==> src/rtl/cu_pkg.sv <==
// Shared definitions for the streaming compute unit: state encoding and
// width derivation helpers.
package cu_pkg;

    typedef enum logic [1:0] {
        IDLE   = 2'd0,
        LOAD_W = 2'd1,
        FILL   = 2'd2,
        RUN    = 2'd3
    } cu_state_e;

    function automatic int cu_clog2(input int n);
        int r;
        r = 0;
        while ((1 << r) < n) r++;
        return r;
    endfunction

    // Accumulator wide enough for K*K full-scale signed products.
    function automatic int cu_aw(input int k, input int dw);
        return 2 * dw + cu_clog2(k * k);
    endfunction

endpackage

==> src/rtl/cu_mac_tree.sv <==
// Combinational KxK signed multiply and reduction of weights against the
// current window into a full-precision sum.
module cu_mac_tree
    import cu_pkg::*;
#(
    parameter int K  = 3,
    parameter int DW = 8,
    localparam int AW = cu_aw(K, DW)
) (
    input  logic [K*K*DW-1:0] weights,
    input  logic [K*K*DW-1:0] window,
    output logic signed [AW-1:0] sum
);

    logic signed [2*DW-1:0] prod [K*K];

    always_comb begin
        sum = '0;
        for (int i = 0; i < K * K; i++) begin
            prod[i] = $signed(weights[i*DW +: DW]) * $signed(window[i*DW +: DW]);
            sum     = sum + AW'(prod[i]);
        end
    end

endmodule

==> src/rtl/cu_stream_engine.sv <==
// Streaming KxK compute unit: serial kernel load, sliding column window and
// one registered MAC result per completed window. Build option
// CU_STREAM_RELU_EN clamps negative results to zero.
//
// state  | meaning
// IDLE   | no valid kernel, waiting for tap 0
// LOAD_W | receiving remaining kernel taps
// FILL   | kernel valid, fewer than K columns in the window
// RUN    | window full, every accepted column yields a result
module cu_stream_engine
    import cu_pkg::*;
#(
    parameter int K  = 3,
    parameter int DW = 8,
    localparam int AW = cu_aw(K, DW)
) (
    input  logic              clk,
    input  logic              nrst,
    input  logic              soft_clr,
    input  logic              w_valid,
    output logic              w_ready,
    input  logic [DW-1:0]     w_data,
    input  logic              in_valid,
    output logic              in_ready,
    input  logic [K*DW-1:0]   in_data,
    input  logic              in_last,
    output logic              out_valid,
    input  logic              out_ready,
    output logic [AW-1:0]     out_data,
    output logic              busy
);

    localparam int NT = K * K;
    localparam int TW = cu_clog2(NT);
    localparam int CW = cu_clog2(K);

    cu_state_e          state, state_nxt;
    logic               rdy_en;
    logic [TW-1:0]      tap_cnt;
    logic [CW-1:0]      col_cnt;
    logic [NT*DW-1:0]   weights;
    logic [NT*DW-1:0]   window;
    logic [NT*DW-1:0]   win_shift;
    logic signed [AW-1:0] sum;
    logic [AW-1:0]      result;
    logic               w_acc;
    logic               col_acc;
    logic               col_done;

    always_ff @(posedge clk or negedge nrst) begin
        if (!nrst) state <= IDLE;
        else       state <= state_nxt;
    end

    always_comb begin
        state_nxt = state;
        w_ready   = 1'b0;
        in_ready  = 1'b0;
        w_acc     = 1'b0;
        col_acc   = 1'b0;
        col_done  = 1'b0;
        case (state)
            IDLE: begin
                w_ready = rdy_en;
                w_acc   = w_valid && rdy_en;
                if (w_acc) state_nxt = LOAD_W;
            end
            LOAD_W: begin
                w_ready = 1'b1;
                w_acc   = w_valid;
                if (w_acc && tap_cnt == TW'(NT - 1)) state_nxt = FILL;
            end
            FILL, RUN: begin
                in_ready = !out_valid || out_ready;
                col_acc  = in_valid && in_ready;
                col_done = col_acc && (state == RUN || col_cnt == CW'(K - 1));
                if (col_acc) begin
                    if (in_last)       state_nxt = FILL;
                    else if (col_done) state_nxt = RUN;
                end
            end
            default: state_nxt = IDLE;
        endcase
        // Clear takes priority over any handshake in the same cycle.
        if (soft_clr) begin
            state_nxt = IDLE;
            w_acc     = 1'b0;
            col_acc   = 1'b0;
            col_done  = 1'b0;
        end
    end

    assign busy = (state != IDLE);

    // Window as it looks after the incoming column: oldest dropped at c=0.
    always_comb begin
        win_shift = window;
        for (int r = 0; r < K; r++) begin
            for (int c = 0; c < K - 1; c++)
                win_shift[(r*K+c)*DW +: DW] = window[(r*K+c+1)*DW +: DW];
            win_shift[(r*K+K-1)*DW +: DW] = in_data[r*DW +: DW];
        end
    end

    cu_mac_tree #(.K(K), .DW(DW)) u_mac (
        .weights (weights),
        .window  (win_shift),
        .sum     (sum)
    );

`ifdef CU_STREAM_RELU_EN
    assign result = sum[AW-1] ? '0 : sum;
`else
    assign result = sum;
`endif

    always_ff @(posedge clk or negedge nrst) begin
        if (!nrst) begin
            rdy_en    <= 1'b0;
            tap_cnt   <= '0;
            col_cnt   <= '0;
            weights   <= '0;
            window    <= '0;
            out_valid <= 1'b0;
            out_data  <= '0;
        end else if (soft_clr) begin
            rdy_en    <= 1'b1;
            tap_cnt   <= '0;
            col_cnt   <= '0;
            weights   <= '0;
            window    <= '0;
            out_valid <= 1'b0;
            out_data  <= '0;
        end else begin
            rdy_en <= 1'b1;
            if (w_acc) begin
                for (int i = 0; i < NT; i++)
                    if (tap_cnt == TW'(i)) weights[i*DW +: DW] <= w_data;
                tap_cnt <= (tap_cnt == TW'(NT - 1)) ? '0 : tap_cnt + TW'(1);
            end
            if (col_acc) begin
                if (in_last) begin
                    window  <= '0;
                    col_cnt <= '0;
                end else begin
                    window <= win_shift;
                    if (col_cnt != CW'(K - 1)) col_cnt <= col_cnt + CW'(1);
                end
            end
            if (col_done) begin
                out_valid <= 1'b1;
                out_data  <= result;
            end else if (out_ready) begin
                out_valid <= 1'b0;
            end
        end
    end

endmodule

==> config.mk <==
export PLATFORM = sky130hd
export DESIGN_NAME = cu_stream_engine
export DESIGN_NICKNAME = d
export VERILOG_FILES = /design/src/rtl/cu_pkg.sv /design/src/rtl/cu_mac_tree.sv /design/src/rtl/cu_stream_engine.sv
export SDC_FILE = /design/constraint.sdc
export NUM_CORES = 2
export LEC_CHECK = 0
export CAP_MARGIN = 25
export CORE_MARGIN = 1.5
export CORE_UTILIZATION = 40
export DETAILED_ROUTE_END_ITERATION = 7
export GPL_ROUTABILITY_DRIVEN = 0
export PLACE_DENSITY = 0.59
export SLEW_MARGIN = 20
export SYNTH_ARGS = -nofsm -noshare
export SYNTH_HDL_FRONTEND = slang
export SYNTH_HIERARCHICAL = 1
export SYNTH_SLANG_ARGS = --single-unit
==> constraint.sdc <==
create_clock -name clk -period 13.45 [get_ports clk]
set_input_delay 2.69 -clock clk [delete_from_list [all_inputs] [get_ports clk]]
set_output_delay 2.69 -clock clk [all_outputs]
set_load 0.1 [all_outputs]
## Word-level counts from Yosys, hierarchy flattened

Index checks and enable logic that the tools add are counted.

- Reduce and logical (&&, ||, !) cells: 36
- Mux-type cells: 41
- Eq/ne operators: 17
- Multiply operators: 9
- $add $sub $neg: 10

Operators with widths:

| kind | number |
|---|---|
| $mux 72 | 5 |
| $mul 8x8->16 | 9 |
| $add 20x16->20 | 6 |
| $mux 8 | 9 |
| $mux 20 | 2 |
| $reduce_bool 2->1 | 13 |
| $mux 2 | 10 |
| $reduce_and 2->1 | 10 |
| $add 17x16->18 | 1 |
| $add 16x16->17 | 1 |
| $eq 4x3->1 const B | 4 |
| $mux 4 | 3 |
| $mux 1 | 9 |
| $ne 3x3->1 const B | 3 |
| $eq 4x2->1 const B | 2 |
| $eq 2x2->1 const B | 3 |
| $pmux 2 s3 | 1 |
| $reduce_bool 3->1 | 2 |
| $add 4x1->4 const B | 1 |
| $eq 4x1->1 const B | 1 |
| $eq 4x4->1 const B | 1 |
| $logic_and 1x1->1 | 4 |
| $logic_not 4->1 | 1 |
| $ne 4x4->1 const B | 1 |
| 9 further kinds | 11 |

- Register bits: 174
- Input port bits: 39

## Logic depth before layout (Yosys ltp)

- Word-level depth: 11
- Gate-level depth with buffers: 30

## By module

Netlist, hierarchy kept.

By module, submodules not included:

| module | sequential area each (um2) | cells an instance | area each (um2) | instances |
|---|---|---|---|---|
| cu_mac_tree | 0.0 | 2516 | 25185.4 | 1 |
| cu_stream_engine | 3753.6 | 555 | 6600.1 | 1 |

## Worst setup path after synthesis

OpenSTA, ideal clock, no wires.

- Kind: input to register
- From: input port in_data[17]
- To: register out_data[17]
- Setup time: 79 ps
- Slack: 3691 ps
- Data required time: 13371 ps
- Arrival: 9679 ps
- Buffers on the path: 0
- Stages on the path: 27
- Cell sequence: nand2_1 -> inv_1 -> fa_1 -> inv_1 -> fa_1 -> inv_1 -> fa_1 -> fa_1 -> fa_1 -> inv_1 -> fa_1 -> inv_1 -> fa_1 -> fa_1 -> fa_1 -> inv_1 -> fa_1 -> inv_1 -> ha_1 -> a21o_1 -> a2111o_1 -> nor2_1 -> nand2_1 -> a21oi_2 -> xnor2_1 -> nand2b_1 -> mux2i_1

- Cells in the longest elaborated chain, start to end: 4

Ends and longest elaborated chain:

| element | RTL line | text |
|---|---|---|
| start: declaration | cu_stream_engine.sv:25 | `input logic [K*DW-1:0] in_data,` |
| $mul 8x8->16 | cu_mac_tree.sv:20 | `prod[i] = $signed(weights[i*DW +: DW]) * $signed(window[i*DW +: DW]);` |
| $add 20x16->20 | cu_mac_tree.sv:21 | `sum = sum + AW'(prod[i]);` |
| via result[17] | cu_stream_engine.sv:45 | `logic [AW-1:0] result;` |
| $mux 20 | cu_stream_engine.sv:150 | `if (col_done) begin` |
| $mux 20 | cu_stream_engine.sv:126 | `end else if (soft_clr) begin` |
| end signal: assignment | cu_stream_engine.sv:152 | `out_data <= result;` |
| end: declaration | cu_stream_engine.sv:29 | `output logic [AW-1:0] out_data,` |

The timed path passes the listed nets, and every way through them passes these cells. The select of a mux whose other input is x is not followed.
A chain may end at the register's enable or synchronous reset.

## Worst setup path in the final report

- From: input port in_data[17]
- To: register out_data[18]

Same word-level chain as after synthesis.

==> impl_metrics.env <==
export IMPL_core_mm2=0.0789
export IMPL_finClkSkew_ns=0.0159
export IMPL_area_growth_pct=7.55
export IMPL_htree_levels=4
export IMPL_synth_most_common_cell="inv_1"
export IMPL_yosys_top_cells_area="fa_1, dfrtp_1, inv_1, ha_1, and2_1"
export IMPL_synth_distinct_cells=56
export IMPL_post_route_min_period_ns=10.59
export IMPL_cp_slowest_stage_delay_ns=0.73
export IMPL_critPathArrivalTime_ns=11.02
export IMPL_instances_no_fill=4176
export IMPL_status="finished, final reports clean"
export IMPL_start_util_pct=40.3
export IMPL_rrSetupSlack_ns=4.97
export IMPL_postRouteAntennaNets=0
export IMPL_die_area_mm2=0.0812
export IMPL_r2r_start="weights[39]"
export IMPL_grt_max_degree=89
export IMPL_grt_overflow=0
export IMPL_root_buffer="clkbuf_16"
export IMPL_criticalPathCategory="input pin to register"
export IMPL_clk_path_buf_depth=2
export IMPL_worstPathMaxFanout=9
export IMPL_min_path_type="register to register"
export IMPL_power_per_cell_area_mw_per_mm2=43.2
export IMPL_crit_family="adder cells"
export IMPL_tns_ns=0
export IMPL_maxCapViolations=0
export IMPL_wl_per_cell_um=20.8
export IMPL_ir_drop_mv=0.0694
export IMPL_leakagePower_nw=17.6
export IMPL_synth_nets=4094
export IMPL_finalHoldViolations=0
export IMPL_cts_setup_buffers=0
export IMPL_via_count=20300
export IMPL_synth_area_mm2=0.0318
export IMPL_grt_usage_pct=23.0
export IMPL_dpl_cell_count=4143
export IMPL_fin_crit_sh_pct=78.7
export IMPL_rr_endpoint="out_data[18]"
export IMPL_vias_per_cell=4.86
export IMPL_dr_first_iter_drc_count=1031
export IMPL_path_common_cell="fa_1"
export IMPL_slew_viol_final=0
export IMPL_dp_hpwl_um=73400
export IMPL_rows=103
export IMPL_clk_pin_slew_ns=0.07
export IMPL_synth_cells=3071
export IMPL_synth_edf_count=0
export IMPL_die_h_um=285
export IMPL_hold_buffers=0
export IMPL_antenna_found_initial=2
export IMPL_cp_start_kind="input pin"
export IMPL_syn_area_per_cell_um2=10.4
export IMPL_first_pass_iters=5
export IMPL_yosysTopAreaCell="fa_1"
export IMPL_crit_path_top_delay_cell="fa_1"
export IMPL_critPathBufInv=8
export IMPL_netlist_area_leader_share_pct=49.8
export IMPL_crit_cells=27
export IMPL_first_global_vias=22400
export IMPL_fmax_ghz=0.0945
export IMPL_synth_common_cells="inv_1, fa_1, and2_1"
export IMPL_maxSlewHeadroom_pct=31.5
export IMPL_drc=0
export IMPL_routed_wirelength_um=87100
export IMPL_crit_start="in_data[17]"
export IMPL_worst_slew_pin_slew_ns=1.02
export IMPL_cts_sinks=150
export IMPL_crit_path_end="out_data[18]"
export IMPL_setup_viol=0
export IMPL_die_width_um=285
export IMPL_num_fill_cells=7635
export IMPL_numCtsBuffers=17
export IMPL_hold_ws_ns=0.538
export IMPL_grt_setup_unrepaired="no"
export IMPL_ff2ff_path_depth=25
export IMPL_synth_ff_type="dfrtp_1"
export IMPL_port_buffers=62
export IMPL_end_kind="register"
export IMPL_yosysWarnings=6
export IMPL_hold_start="out_data[6]"
export IMPL_synthArstFlopShare_pct=100
export IMPL_grt_pass1_wl_um=138000
export IMPL_seq_area_frac_synth_pct=11.8
export IMPL_drive_gt1_share_pct=1.86
export IMPL_cts_tree="done"
export IMPL_clock_latency_ns=0.52
export IMPL_fin_nets=4135
export IMPL_pin_count=63
export IMPL_cp_required_ns=13.88
export IMPL_ctsResizeCount=0
export IMPL_synth_ff_latch_count=150
## report_power, final
| group | total (mW) | switching [mW] | internal (mW) |
|---|---|---|---|
| clock network | 0.538 | 0.257 | 0.281 |
| logic | 0.476 | 0.285 | 0.190 |
| registers | 0.463 | 0.00939 | 0.454 |
| total | 1.48 | 0.552 | 0.925 |
## placed cells by master, fill, tap and decap left out, drive strengths merged, types with 3 or more instances in the layout
| cell type | instances |
|---|---|
| nand4 | 13 |
| o21ai | 30 |
| fa | 790 |
| nor2b | 35 |
| nand3 | 23 |
| ha | 194 |
| nand4b | 4 |
| inv | 886 |
| nor3 | 3 |
| xnor2 | 27 |
| and2 | 323 |
| a31oi | 4 |
| nand2b | 126 |
| nand2 | 190 |
| clkinv | 3 |
| a22o | 48 |
| a21oi | 39 |
| buf | 11 |
| clkdlybuf4s50 | 60 |
| o31ai | 10 |
| dfrtp | 150 |
| clkbuf | 17 |
| xor2 | 5 |
| nor2 | 27 |
| mux2i | 68 |
| o21a | 5 |
## worst min-delay path, stage by stage, from the launching register on
cell	delay, ns
dfrtp_1	0.38
nand2b_1	0.07
mux2i_1	0.06
## how the worst min path moves through the flow
stage | endpoint | cells past startpoint
2_1_floorplan | col_cnt[0] | 3
3_3_place_gp | out_data[3] | 2
3_5_place_dp | out_data[7] | 2
4_1_cts | out_data[6] | 2
5_1_grt | out_data[13] | 2
6_report | out_data[6] | 2
## sequential cells by signal, summed over array words and instances, names as in the netlist
name,cells
col_cnt,2
out_data,20
out_valid,1
rdy_en,1
state,2
tap_cnt,4
weights,72
window,48
## metrics by stage
stage / setup slack, ns / power [mW] / util, % / area, um^2
after floorplan: 3.69 / 0.792 / - / 31800
after global placement: 2.48 / 0.942 / 42.6 / 33600
after detailed placement: 2.38 / 0.947 / 42.6 / 33600
after CTS: 2.93 / 1.49 / 43.3 / 34200
after global routing: 2.49 / 1.56 / 43.3 / 34200
final: 2.86 / 1.48 / 43.3 / 34200
## cell families after synthesis
kind of cell	after synthesis	share of synthesized area [%]
other	1	0.0118
and+or+nand+nor	758	13.3
DFF	150	11.8
muxes	68	2.14
buffers and inverters	927	11.1
xor gates and xnor gates	32	0.882
AOI/OAI and AO/OA	151	3.30
adders and majority gates	984	57.4
## layout make-up
cell class | count | area (um^2) | share of cell area [%]
Clock buffer | 17 | 425 | 1.24
Inverter | 878 | 3300 | 9.64
Multi-Input combinational cell | 1994 | 24500 | 71.7
Antenna cell | 1 | 2.50 | 0.00732
Timing Repair Buffer | 71 | 687 | 2.01
Clock inverter | 15 | 185 | 0.542
Tap cell | 1050 | 1310 | 3.84
Sequential cell | 150 | 3750 | 11.0
## layer usage
| metal | share of wire, % | GRT usage, % | up-vias |
|---|---|---|---|
| met2 | 49 | 38.1 | 456 |
| met3 | 5.5 | 4.30 | 90 |
| met5 | 0.028 | 0 | - |
| met4 | 2.7 | 6.88 | 4 |
| met1 | 43 | 30.8 | 10700 |
| li1 | - | - | 9006 |
Note: power is estimated with default switching activity, not from simulation.
